## src/rtl/spider_controller_pkg.sv

```systemverilog
// Shared definitions for the spider enemy: FSM state codes, playfield geometry,
// direction encoding and the motion state record passed between controller and stepper.
package spider_controller_pkg;

    localparam logic [1:0] ST_WAIT  = 2'd0;
    localparam logic [1:0] ST_MOVE  = 2'd1;
    localparam logic [1:0] ST_DYING = 2'd2;

    localparam int SCREEN_W_DEF    = 640;
    localparam int SPRITE_SIZE_DEF = 32;

    localparam logic DIR_RIGHT = 1'b0;
    localparam logic DIR_LEFT  = 1'b1;

    typedef struct packed {
        logic [9:0] x;
        logic [9:0] y;
        logic       dir;
    } motion_t;

    function automatic int max_int(input int a, input int b);
        return (a > b) ? a : b;
    endfunction

endpackage

```

## src/rtl/spider_controller_if.sv

```systemverilog
// Game-logic side of the spider controller: frame/enable/hit inputs and the
// registered sprite, event and state outputs.
interface spider_controller_if;

    logic       frame_tick;
    logic       enable;
    logic       hit;
    logic [9:0] spider_x;
    logic [9:0] spider_y;
    logic       spider_alive;
    logic       spider_flash;
    logic       kill_pulse;
    logic       escape_pulse;
    logic [1:0] state;

    modport master (
        output frame_tick, enable, hit,
        input  spider_x, spider_y, spider_alive, spider_flash,
        input  kill_pulse, escape_pulse, state
    );

    modport slave (
        input  frame_tick, enable, hit,
        output spider_x, spider_y, spider_alive, spider_flash,
        output kill_pulse, escape_pulse, state
    );

endinterface

```

## src/rtl/spider_motion_step.sv

```systemverilog
// One frame of zig-zag motion: horizontal step with wall clamp/bounce, vertical
// step, and a floor-reached flag. Purely combinational.
module spider_motion_step
    import spider_controller_pkg::*;
#(
    parameter int SCREEN_W    = SCREEN_W_DEF,
    parameter int SPRITE_SIZE = SPRITE_SIZE_DEF,
    parameter int FLOOR_Y     = 416,
    parameter int STEP_X      = 4,
    parameter int STEP_Y      = 1
) (
    input  motion_t cur,
    output motion_t nxt,
    output logic    at_floor
);

    localparam logic signed [10:0] MAX_X   = 11'(SCREEN_W - SPRITE_SIZE);
    localparam logic signed [10:0] STEP_XS = 11'(STEP_X);
    localparam logic [10:0]        STEP_YS = 11'(STEP_Y);
    localparam logic [10:0]        FLOOR   = 11'(FLOOR_Y);

    logic signed [10:0] x_s;
    logic signed [10:0] nx_s;
    logic [10:0]        ny_w;

    always_comb begin
        nxt  = cur;
        x_s  = signed'({1'b0, cur.x});
        nx_s = x_s;
        // Signed math so a left step past the wall shows up as <= 0 instead of wrapping.
        if (cur.dir == DIR_RIGHT) begin
            nx_s = x_s + STEP_XS;
            if (nx_s >= MAX_X) begin
                nxt.x   = MAX_X[9:0];
                nxt.dir = DIR_LEFT;
            end else begin
                nxt.x = nx_s[9:0];
            end
        end else begin
            nx_s = x_s - STEP_XS;
            if (nx_s <= 11'sd0) begin
                nxt.x   = 10'd0;
                nxt.dir = DIR_RIGHT;
            end else begin
                nxt.x = nx_s[9:0];
            end
        end
        ny_w     = {1'b0, cur.y} + STEP_YS;
        nxt.y    = ny_w[9:0];
        at_floor = (ny_w >= FLOOR);
    end

endmodule

```

## src/rtl/spider_controller.sv

```systemverilog
// Spider enemy sequencer: respawn delay, zig-zag descent, hit flash and escape,
// all advanced by the gated frame tick. Every output comes straight from a register.
module spider_controller
    import spider_controller_pkg::*;
#(
    parameter int SCREEN_W       = SCREEN_W_DEF,
    parameter int SPRITE_SIZE    = SPRITE_SIZE_DEF,
    parameter int SPAWN_X        = 0,
    parameter int SPAWN_Y        = 32,
    parameter int FLOOR_Y        = 416,
    parameter int STEP_X         = 4,
    parameter int STEP_Y         = 1,
    parameter int RESPAWN_FRAMES = 120,
    parameter int DYING_FRAMES   = 16
) (
    input logic                 clk,
    input logic                 rst_n,
    spider_controller_if.slave  bus
);

    // At least two bits so the flash tap (bit 1) always exists.
    localparam int CNT_W = max_int($clog2(max_int(RESPAWN_FRAMES, DYING_FRAMES) + 1), 2);
    localparam logic [CNT_W-1:0] RESPAWN_CNT = CNT_W'(RESPAWN_FRAMES);
    localparam logic [CNT_W-1:0] DYING_CNT   = CNT_W'(DYING_FRAMES);
    localparam motion_t          SPAWN_POS   = '{x: 10'(SPAWN_X), y: 10'(SPAWN_Y), dir: DIR_RIGHT};

    logic [1:0]       state_reg, state_next;
    logic [CNT_W-1:0] cnt_reg, cnt_next, cnt_dec;
    motion_t          pos_reg, pos_next, step_pos;
    logic             alive_reg, alive_next;
    logic             flash_reg, flash_next;
    logic             kill_reg, kill_next;
    logic             escape_reg, escape_next;
    logic             tick, hit_v, at_floor;

    assign tick    = bus.frame_tick & bus.enable;
    assign hit_v   = bus.hit & bus.enable;
    assign cnt_dec = cnt_reg - 1'b1;

    spider_motion_step #(
        .SCREEN_W    (SCREEN_W),
        .SPRITE_SIZE (SPRITE_SIZE),
        .FLOOR_Y     (FLOOR_Y),
        .STEP_X      (STEP_X),
        .STEP_Y      (STEP_Y)
    ) u_step (
        .cur      (pos_reg),
        .nxt      (step_pos),
        .at_floor (at_floor)
    );

    always_comb begin
        state_next  = state_reg;
        cnt_next    = cnt_reg;
        pos_next    = pos_reg;
        alive_next  = alive_reg;
        flash_next  = flash_reg;
        kill_next   = 1'b0;
        escape_next = 1'b0;
        case (state_reg)
            ST_MOVE: begin
                // A hit wins over a same-cycle tick, so the sprite dies where it was drawn.
                if (hit_v) begin
                    kill_next  = 1'b1;
                    cnt_next   = DYING_CNT;
                    flash_next = DYING_CNT[1];
                    state_next = ST_DYING;
                end else if (tick) begin
                    pos_next = step_pos;
                    if (at_floor) begin
                        escape_next = 1'b1;
                        alive_next  = 1'b0;
                        cnt_next    = RESPAWN_CNT;
                        state_next  = ST_WAIT;
                    end
                end
            end
            ST_DYING: begin
                if (tick) begin
                    if (cnt_reg <= CNT_W'(1)) begin
                        alive_next = 1'b0;
                        flash_next = 1'b0;
                        cnt_next   = RESPAWN_CNT;
                        state_next = ST_WAIT;
                    end else begin
                        cnt_next   = cnt_dec;
                        flash_next = cnt_dec[1];
                    end
                end
            end
            default: begin
                // WAIT, and the unused code 3 behaves the same way.
                if (tick) begin
                    if (cnt_reg <= CNT_W'(1)) begin
                        pos_next   = SPAWN_POS;
                        alive_next = 1'b1;
                        flash_next = 1'b0;
                        state_next = ST_MOVE;
                    end else begin
                        cnt_next = cnt_dec;
                    end
                end
            end
        endcase
    end

    always_ff @(posedge clk or negedge rst_n) begin
        if (!rst_n) begin
            state_reg  <= ST_WAIT;
            cnt_reg    <= RESPAWN_CNT;
            pos_reg    <= SPAWN_POS;
            alive_reg  <= 1'b0;
            flash_reg  <= 1'b0;
            kill_reg   <= 1'b0;
            escape_reg <= 1'b0;
        end else begin
            state_reg  <= state_next;
            cnt_reg    <= cnt_next;
            pos_reg    <= pos_next;
            alive_reg  <= alive_next;
            flash_reg  <= flash_next;
            kill_reg   <= kill_next;
            escape_reg <= escape_next;
        end
    end

    assign bus.spider_x     = pos_reg.x;
    assign bus.spider_y     = pos_reg.y;
    assign bus.spider_alive = alive_reg;
    assign bus.spider_flash = flash_reg;
    assign bus.kill_pulse   = kill_reg;
    assign bus.escape_pulse = escape_reg;
    assign bus.state        = state_reg;

endmodule

```

## src/flat_wrapper.sv

```systemverilog
// flat-port wrapper written by rule: the top's interface ports become plain ports
module spider_controller_flat import spider_controller_pkg::*;
#(
    parameter int SCREEN_W       = SCREEN_W_DEF,
    parameter int SPRITE_SIZE    = SPRITE_SIZE_DEF,
    parameter int SPAWN_X        = 0,
    parameter int SPAWN_Y        = 32,
    parameter int FLOOR_Y        = 416,
    parameter int STEP_X         = 4,
    parameter int STEP_Y         = 1,
    parameter int RESPAWN_FRAMES = 120,
    parameter int DYING_FRAMES   = 16
)
  (clk, rst_n, bus_frame_tick, bus_enable, bus_hit, bus_spider_x, bus_spider_y, bus_spider_alive, bus_spider_flash, bus_kill_pulse, bus_escape_pulse, bus_state);
  spider_controller_if bus_i ();
  input logic clk;
  input logic rst_n;
  input wire logic [$bits(bus_i.frame_tick)-1:0] bus_frame_tick;
  input wire logic [$bits(bus_i.enable)-1:0] bus_enable;
  input wire logic [$bits(bus_i.hit)-1:0] bus_hit;
  output wire logic [$bits(bus_i.spider_x)-1:0] bus_spider_x;
  output wire logic [$bits(bus_i.spider_y)-1:0] bus_spider_y;
  output wire logic [$bits(bus_i.spider_alive)-1:0] bus_spider_alive;
  output wire logic [$bits(bus_i.spider_flash)-1:0] bus_spider_flash;
  output wire logic [$bits(bus_i.kill_pulse)-1:0] bus_kill_pulse;
  output wire logic [$bits(bus_i.escape_pulse)-1:0] bus_escape_pulse;
  output wire logic [$bits(bus_i.state)-1:0] bus_state;
  assign bus_i.frame_tick = bus_frame_tick;
  assign bus_i.enable = bus_enable;
  assign bus_i.hit = bus_hit;
  assign bus_spider_x = bus_i.spider_x;
  assign bus_spider_y = bus_i.spider_y;
  assign bus_spider_alive = bus_i.spider_alive;
  assign bus_spider_flash = bus_i.spider_flash;
  assign bus_kill_pulse = bus_i.kill_pulse;
  assign bus_escape_pulse = bus_i.escape_pulse;
  assign bus_state = bus_i.state;
  spider_controller #(.SCREEN_W(SCREEN_W), .SPRITE_SIZE(SPRITE_SIZE), .SPAWN_X(SPAWN_X), .SPAWN_Y(SPAWN_Y), .FLOOR_Y(FLOOR_Y), .STEP_X(STEP_X), .STEP_Y(STEP_Y), .RESPAWN_FRAMES(RESPAWN_FRAMES), .DYING_FRAMES(DYING_FRAMES)) u_core (.clk(clk), .rst_n(rst_n), .bus(bus_i));
endmodule
```

## config.mk

```make
export PLATFORM = sky130hd
export DESIGN_NAME = spider_controller_flat
export DESIGN_NICKNAME = d
export VERILOG_FILES = /design/src/rtl/spider_controller_pkg.sv /design/src/rtl/spider_controller_if.sv /design/src/rtl/spider_motion_step.sv /design/src/rtl/spider_controller.sv /design/src/flat_wrapper.sv
export SDC_FILE = /design/constraint.sdc
export NUM_CORES = 1
export LEC_CHECK = 0
export CORE_UTILIZATION = 57
export CTS_CLUSTER_DIAMETER = 40
export DETAILED_ROUTE_END_ITERATION = 6
export MAX_ROUTING_LAYER = met4
export PLACE_DENSITY = 0.81
export REMOVE_ABC_BUFFERS = 1
export SYNTH_ARGS = -nofsm -noshare
export SYNTH_HDL_FRONTEND = slang
export SYNTH_SLANG_ARGS = --single-unit
```

## constraint.sdc

```tcl
create_clock -name clk -period 3.3 [get_ports clk]
set_input_delay 0.66 -clock clk [delete_from_list [all_inputs] [get_ports clk]]
set_output_delay 0.66 -clock clk [all_outputs]
set_load 0.02 [all_outputs]
```

==> results of run 1 <==
==> cells in the mapped netlist (3+ instances only) <==
master,instances
a211oi_1,3
a21oi_1,16
a221o_1,4
a221oi_1,3
a22o_1,3
a22oi_1,3
a31oi_1,3
and2_1,3
and4_1,5
buf_4,20
clkbuf_1,17
dfrtp_1,27
dfstp_2,5
ha_1,9
inv_1,14
mux2_4,6
nand2_1,24
nand2b_1,3
nand3_1,10
nand4_1,4
nor2_1,25
nor3_1,11
nor4_1,7
o21a_1,3
o21ai_0,12
o22ai_1,4
o31ai_1,3
or3_1,8
or4_1,3
xnor2_1,4
xor2_1,4
==> through the flow <==
step           instance area (um2)  total power, mW  worst slack (ps)  hold slack, ps
2_1_floorplan                 2370             1.86               712             364
3_3_place_gp                  2730             2.32               492             500
3_5_place_dp                  2730             2.35               443             500
4_1_cts                       2830             2.67               551             519
5_1_grt                       2830             2.90               382             536
6_report                      2830             2.68               543             513
==> cell usage in the layout (no fill, tap or decap), types with 4 or more instances in the layout <==
master	synthesis	final
mux2_4	6	6
and4_1	5	5
o22ai_1	4	4
nor4_1	7	7
xnor2_1	4	4
o21ai_0	12	12
clkbuf_8	0	6
ha_1	9	9
clkdlybuf4s50_1	0	28
nand2_1	24	24
nor3_1	11	11
nand4_1	4	4
nor2_1	25	25
dfstp_2	5	5
dfrtp_1	27	27
or3_1	8	8
a221o_1	4	4
a21oi_1	16	16
xor2_1	4	4
nand3_1	10	10
inv_1	14	14
==> worst max-delay path by stage <==
stage                                                  start                            endpoint  slack, ps  depth (start not counted)
final                     u_core.bus.spider_y[0]$_DFFE_PN0P_       u_core.cnt_reg[0]$_DFFE_PN0P_        540                          7
after global routing      u_core.bus.spider_y[0]$_DFFE_PN0P_       u_core.cnt_reg[0]$_DFFE_PN0P_        380                          7
after CTS                 u_core.bus.spider_y[0]$_DFFE_PN0P_       u_core.cnt_reg[0]$_DFFE_PN0P_        550                          7
after detailed placement                          bus_enable  u_core.bus.spider_y[2]$_DFFE_PN0P_        440                          7
after global placement                            bus_enable  u_core.bus.spider_y[2]$_DFFE_PN0P_        490                          7
after floorplan           u_core.bus.spider_y[0]$_DFFE_PN0P_       u_core.cnt_reg[0]$_DFFE_PN0P_        710                          7
==> worst max-delay path, cell delays in order, from the launching register on <==
cell       delay, ps
dfrtp_1          440
ha_1             290
and4_1           260
a2111oi_0        420
o32a_1           280
nor3_4            80
a221o_1          510
mux2_4           360
==> where the power goes <==
part           switching (mW)  leakage [nW]  internal [mW]  total [mW]
registers               0.276         0.403          0.562       0.838
logic                   0.830         0.708          0.694        1.52
clock network           0.149        0.0510          0.166       0.315
total                    1.26          1.16           1.42        2.68
==> area by class of cell <==
cell class,instances,area [um2],area share [%]
Clock inverter,2,10.0,0.354
Sequential cell,32,807,28.6
Multi-Input combinational cell,222,1510,53.4
Tap cell,52,65.1,2.30
Inverter,15,56.3,1.99
Clock buffer,6,82.6,2.92
Timing Repair Buffer,30,295,10.5
==> routing by layer <==
| layer | global-route usage, % | vias up | wire length, um |
|---|---|---|---|
| met5 | - | - | 0 |
| met4 | 6.80 | 0 | 53 |
| met3 | 4.07 | 7 | 346 |
| met2 | 37.6 | 84 | 2560 |
| met1 | 36.0 | 1071 | 2540 |
| li1 | - | 1102 | - |
==> cells by family (layout without fill, tap and decap cells) <==
logic type,count (synthesis),after routing
mux,9,9
fa+ha+maj,9,9
other cells,1,2
compound gates,75,75
simple gates,119,119
xor+xnor,8,8
flops,32,32
buf+inv,55,53
==> results.yml, run 1 <==
outcome:
  status: "completed"
grt:
  grt_max_degree: 33
  gr-total-overflow: 0
  antenna_found_initial: 0
  grt_use_total_pct: 25.3
  grt_pass1_wl_um: 9820
  grt_pass1_vias: 2047
critical_path:
  rrSetupSlack_ps: 540
  start_kind: "flip-flop"
  rr_endpoint: "u_core.cnt_reg[0]$_DFFE_PN0P_"
  critPathRequiredTime_ps: 3460
  arrival_ps: 2920
  path_class: "flip-flop to flip-flop"
  r2r_cells: 7
  path_max_fanout: 7
  end_kind: "flip-flop"
  timing.rr.start: "u_core.bus.spider_y[0]$_DFFE_PN0P_"
yosys:
  synth-xor-area-share_pct: 2.69
  synthCells: 308
  ys_ff_latch: 32
  synth-adder-area-share_pct: 4.32
  syn_avg_cell_area_um2: 8.46
  synth_cell_types: 66
  muxShareOfSynthArea_pct: 4.71
  async_flop_share_pct: 100
  ys_warn_count: 0
  synth_top_family_by_area: "simple AND/OR/NAND/NOR gates"
  synth_edf_count: 0
  yosys.area_share.simple_pct: 25.1
  ys.flop_type: "dfrtp_1"
  seq_area_frac_synth_pct: 31.0
  synth_top_area_share_pct: 25.9
  synth-compound-area-share_pct: 20.6
  syn_area_mm2: 0.00260
  synth.area.top_cells: "dfrtp_1 26%, buf_4 5.8%, dfstp_2 5.0%"
  yosysTopAreaCell: "dfrtp_1"
finish:
  largest_reg_flops: 10
  drive_gt1_share_pct: 12.1
  final_cells: 359
  layout.nets: 320
  syn_to_final_growth_pct: 8.45
  fin_util_pct: 64.4
  antenna_cells: 0
  nFillCells: 355
floorplan:
  initial_core_util_pct: 59.4
  core_mm2: 0.00438
  die_x_um: 69.6
  num_io_pins: 31
  die_h_um: 69.6
  die-area_mm2: 0.00484
  rows: 24
placement:
  place_inst: 351
  portBuffers: 28
  dpl.hpwl_um: 3790
  gp_congestion: 0.896
detailed_routing:
  wirelength_um: 5500
  routedWlPerCell_um: 15.3
  drc: 0
  antenna_left: 0
  via_per_inst: 6.31
  drtIter0Drc: 242
  first_pass_iters: 5
  vias: 2264
cts:
  h-tree-depth: 2
  cts_setup_buffers: 0
  cts_tree: "yes"
  clock-sinks: 32
  root_buffer: "clkbuf_8"
  ctsResizeCount: 0
  path_clk_slew_ps: 70
  cts_buffers: 5
  cts_buffer_depth: 2
  clock_latency_ps: 280
  hold_buffers: 0
power:
  power_density_mw_per_mm2: 948
  vdd_drop_max_uv: 503
  p_leak_nw: 1.16
sta:
  hold_viol: 0
  fin_worst_skew_ps: 7.81
  max_freq_mhz: 363
  rsz0062_at_grt: "no"
  setup-violations-final: 0
  period_share_pct: 83.5
  drv_slew: 0
  fin_setup_tns_ps: 0
  tightest_slew_ps: 1040
  fin_crit_ps: 2760
  relSlewSlack_pct: 30.5
hold_path:
  min_path_type: "flip-flop to flip-flop"
  holdPathStages: 1
  worstHoldStart: "u_core.bus.spider_alive$_DFFE_PN0P_"
  hold_end: "u_core.bus.spider_alive$_DFFE_PN0P_"
job:
  cap_violations: 0
No activity file was read; power rests on OpenSTA's default activity.
==> run 2: changes to the inputs <==
clock period = 2.8 ns   (was 3.3 ns; I/O delays follow)
==> run 2 against run 1 <==
Against the previous run:
- sequential share of layout area fell by 0.42 points
- hold slack better by 39 ps
- maximum frequency up 3.5%
- sequential power increased by 14%
- first-iteration DRC count down 12%
- clock skew rose by 0.77 ps
- core utilization rose by 0.97 points
- register-to-register slack worse by 410 ps
- die area unchanged
- routed wire length rose by 6.0%
- critical endpoint is now u_core.cnt_reg[1]$_DFFE_PN0P_
==> results.yml, run 2 (same netlist as run 1, synthesis figures left out) <==
outcome:
  status: "completed"
finish:
  antenna_cells: 0
  largest_reg_flops: 10
  syn_to_final_growth_pct: 10.1
  drive_gt1_share_pct: 13.7
  layout_common_cells: "28 x clkdlybuf4s50_1, 27 x dfrtp_1, 25 x nor2_1"
  final_cells: 366
  layout.nets: 327
  final_common_cell: "clkdlybuf4s50_1"
critical_path:
  end_kind: "flip-flop"
  path_max_fanout: 7
  start_kind: "flip-flop"
  timing.rr.start: "u_core.bus.spider_y[0]$_DFFE_PN0P_"
  crit_chain: "ha_1 -> and4_1 -> a2111oi_0 -> o32a_1 -> nor3_4 -> a221o_2 -> mux2_4"
  cp_slowest_cell: "a221o_2"
  critPathRequiredTime_ps: 2970
  rr_endpoint: "u_core.cnt_reg[1]$_DFFE_PN0P_"
  r2r_cells: 7
  rrSetupSlack_ps: 140
  arrival_ps: 2830
  cpPeakStageDelay_ps: 480
  path_buf_inv: 0
  path_class: "flip-flop to flip-flop"
  path_delay_family: "compound AO/OA/AOI/OAI gates"
job:
  cap_violations: 0
detailed_routing:
  wirelength_um: 5830
  drtIter0Drc: 214
  first_pass_iters: 5
  vias: 2321
  routedWlPerCell_um: 15.9
  drc: 0
  antenna_left: 0
  via_per_inst: 6.34
cts:
  ctsResizeCount: 0
  root_buffer: "clkbuf_8"
  hold_buffers: 0
  cts_buffer_depth: 2
  cts_setup_buffers: 0
  clock-sinks: 32
  path_clk_slew_ps: 70
  cts_tree: "yes"
  cts_buffers: 5
  clock_latency_ps: 290
  h-tree-depth: 2
sta:
  fin_setup_tns_ps: 0
  period_share_pct: 95.1
  relSlewSlack_pct: 31.5
  tightest_slew_ps: 1020
  rsz0062_at_grt: "no"
  setup-violations-final: 0
  fin_crit_ps: 2660
  holdWs_ps: 551
  max_freq_mhz: 375
  hold_viol: 0
  fin_worst_skew_ps: 8.58
  drv_slew: 0
grt:
  grt_max_degree: 33
  grt_use_total_pct: 25.6
  grt_pass1_vias: 2101
  grt_pass1_wl_um: 9670
  antenna_found_initial: 0
  gr-total-overflow: 0
hold_path:
  min_path_type: "flip-flop to flip-flop"
  worstHoldStart: "u_core.bus.spider_flash$_DFFE_PN0P_"
  hold_end: "u_core.bus.spider_flash$_DFFE_PN0P_"
  holdPathStages: 2
placement:
  place_inst: 358
  dpl.hpwl_um: 4110
  portBuffers: 28
  gp_congestion: 0.936
power:
  vdd_drop_max_uv: 647
  power_density_mw_per_mm2: 1110
  total_power_mw: 3.19
  p_leak_nw: 1.19
floorplan:
  num_io_pins: 31
  die_h_um: 69.6
  initial_core_util_pct: 59.4
  core_mm2: 0.00438
  die_x_um: 69.6
  rows: 24
  die-area_mm2: 0.00484
run 2: report_power, final:
part / internal, mW / total, mW / switching (mW) / leakage (nW)
Clock: 0.174 / 0.347 / 0.173 / 0.0422
Combinational: 0.849 / 1.88 / 1.03 / 0.742
Sequential: 0.663 / 0.959 / 0.296 / 0.403
Total: 1.69 / 3.19 / 1.50 / 1.19
run 2: worst max path at each step:
stage                                             startpoint                            end  slack [ps]  cells after the start
final                     u_core.bus.spider_y[0]$_DFFE_PN0P_  u_core.cnt_reg[1]$_DFFE_PN0P_         140                      7
after global routing      u_core.bus.spider_y[0]$_DFFE_PN0P_  u_core.cnt_reg[0]$_DFFE_PN0P_          20                      7
after CTS                 u_core.bus.spider_y[0]$_DFFE_PN0P_  u_core.cnt_reg[1]$_DFFE_PN0P_          70                      7
after detailed placement  u_core.bus.spider_y[0]$_DFFE_PN0P_  u_core.cnt_reg[1]$_DFFE_PN0P_         120                      7
after global placement    u_core.bus.spider_y[0]$_DFFE_PN0P_  u_core.cnt_reg[1]$_DFFE_PN0P_         190                      7
after floorplan           u_core.bus.spider_y[0]$_DFFE_PN0P_  u_core.cnt_reg[0]$_DFFE_PN0P_         210                      7
run 2: layer usage:
metal | up-vias | routed length (um) | share of wire [%] | global-route usage, %
met3 | 12 | 384 | 6.6 | 5.67
met4 | 0 | 100 | 1.7 | 11.3
met5 | - | 0 | 0 | -
met2 | 94 | 2710 | 46 | 38.5
met1 | 1099 | 2640 | 45 | 33.2
li1 | 1116 | - | - | -
run 2: worst reg2reg max path, delay by kind of cell, from the launching register on:
| kind | cells | cell delay, ps |
|---|---|---|
| AND/OR/NAND/NOR | 2 | 320 |
| AO/OA/AOI/OAI | 3 | 1170 |
| flip-flops | 1 | 440 |
| multiplexers | 1 | 330 |
| adder cells (fa/ha/maj) | 1 | 290 |
run 2: cell type report:
type | count | area, um2
clock buffers | 7 | 76.3
clock inverters | 1 | 5.00
fillers | 370 | 1520
inverters | 15 | 56.3
multi-input cells | 222 | 1510
flip-flops and latches | 32 | 807
well taps | 52 | 65.1
repair buffers | 37 | 348
run 2: metrics by stage:
| stage | util (%) | instance area [um2] | setup slack (ps) |
|---|---|---|---|
| 2_1_floorplan | - | 2370 | 212 |
| 3_3_place_gp | 63.5 | 2790 | 190 |
| 3_5_place_dp | 63.5 | 2790 | 124 |
| 4_1_cts | 65.4 | 2870 | 67.0 |
| 5_1_grt | 65.4 | 2870 | 18.5 |
| 6_report | 65.4 | 2870 | 137 |
==> run 3: changes to the inputs <==
SLEW_MARGIN = 20   (was unset)
==> results of run 3 <==
Same layout as run 2: the final DEF is identical, and so are final timing and power.
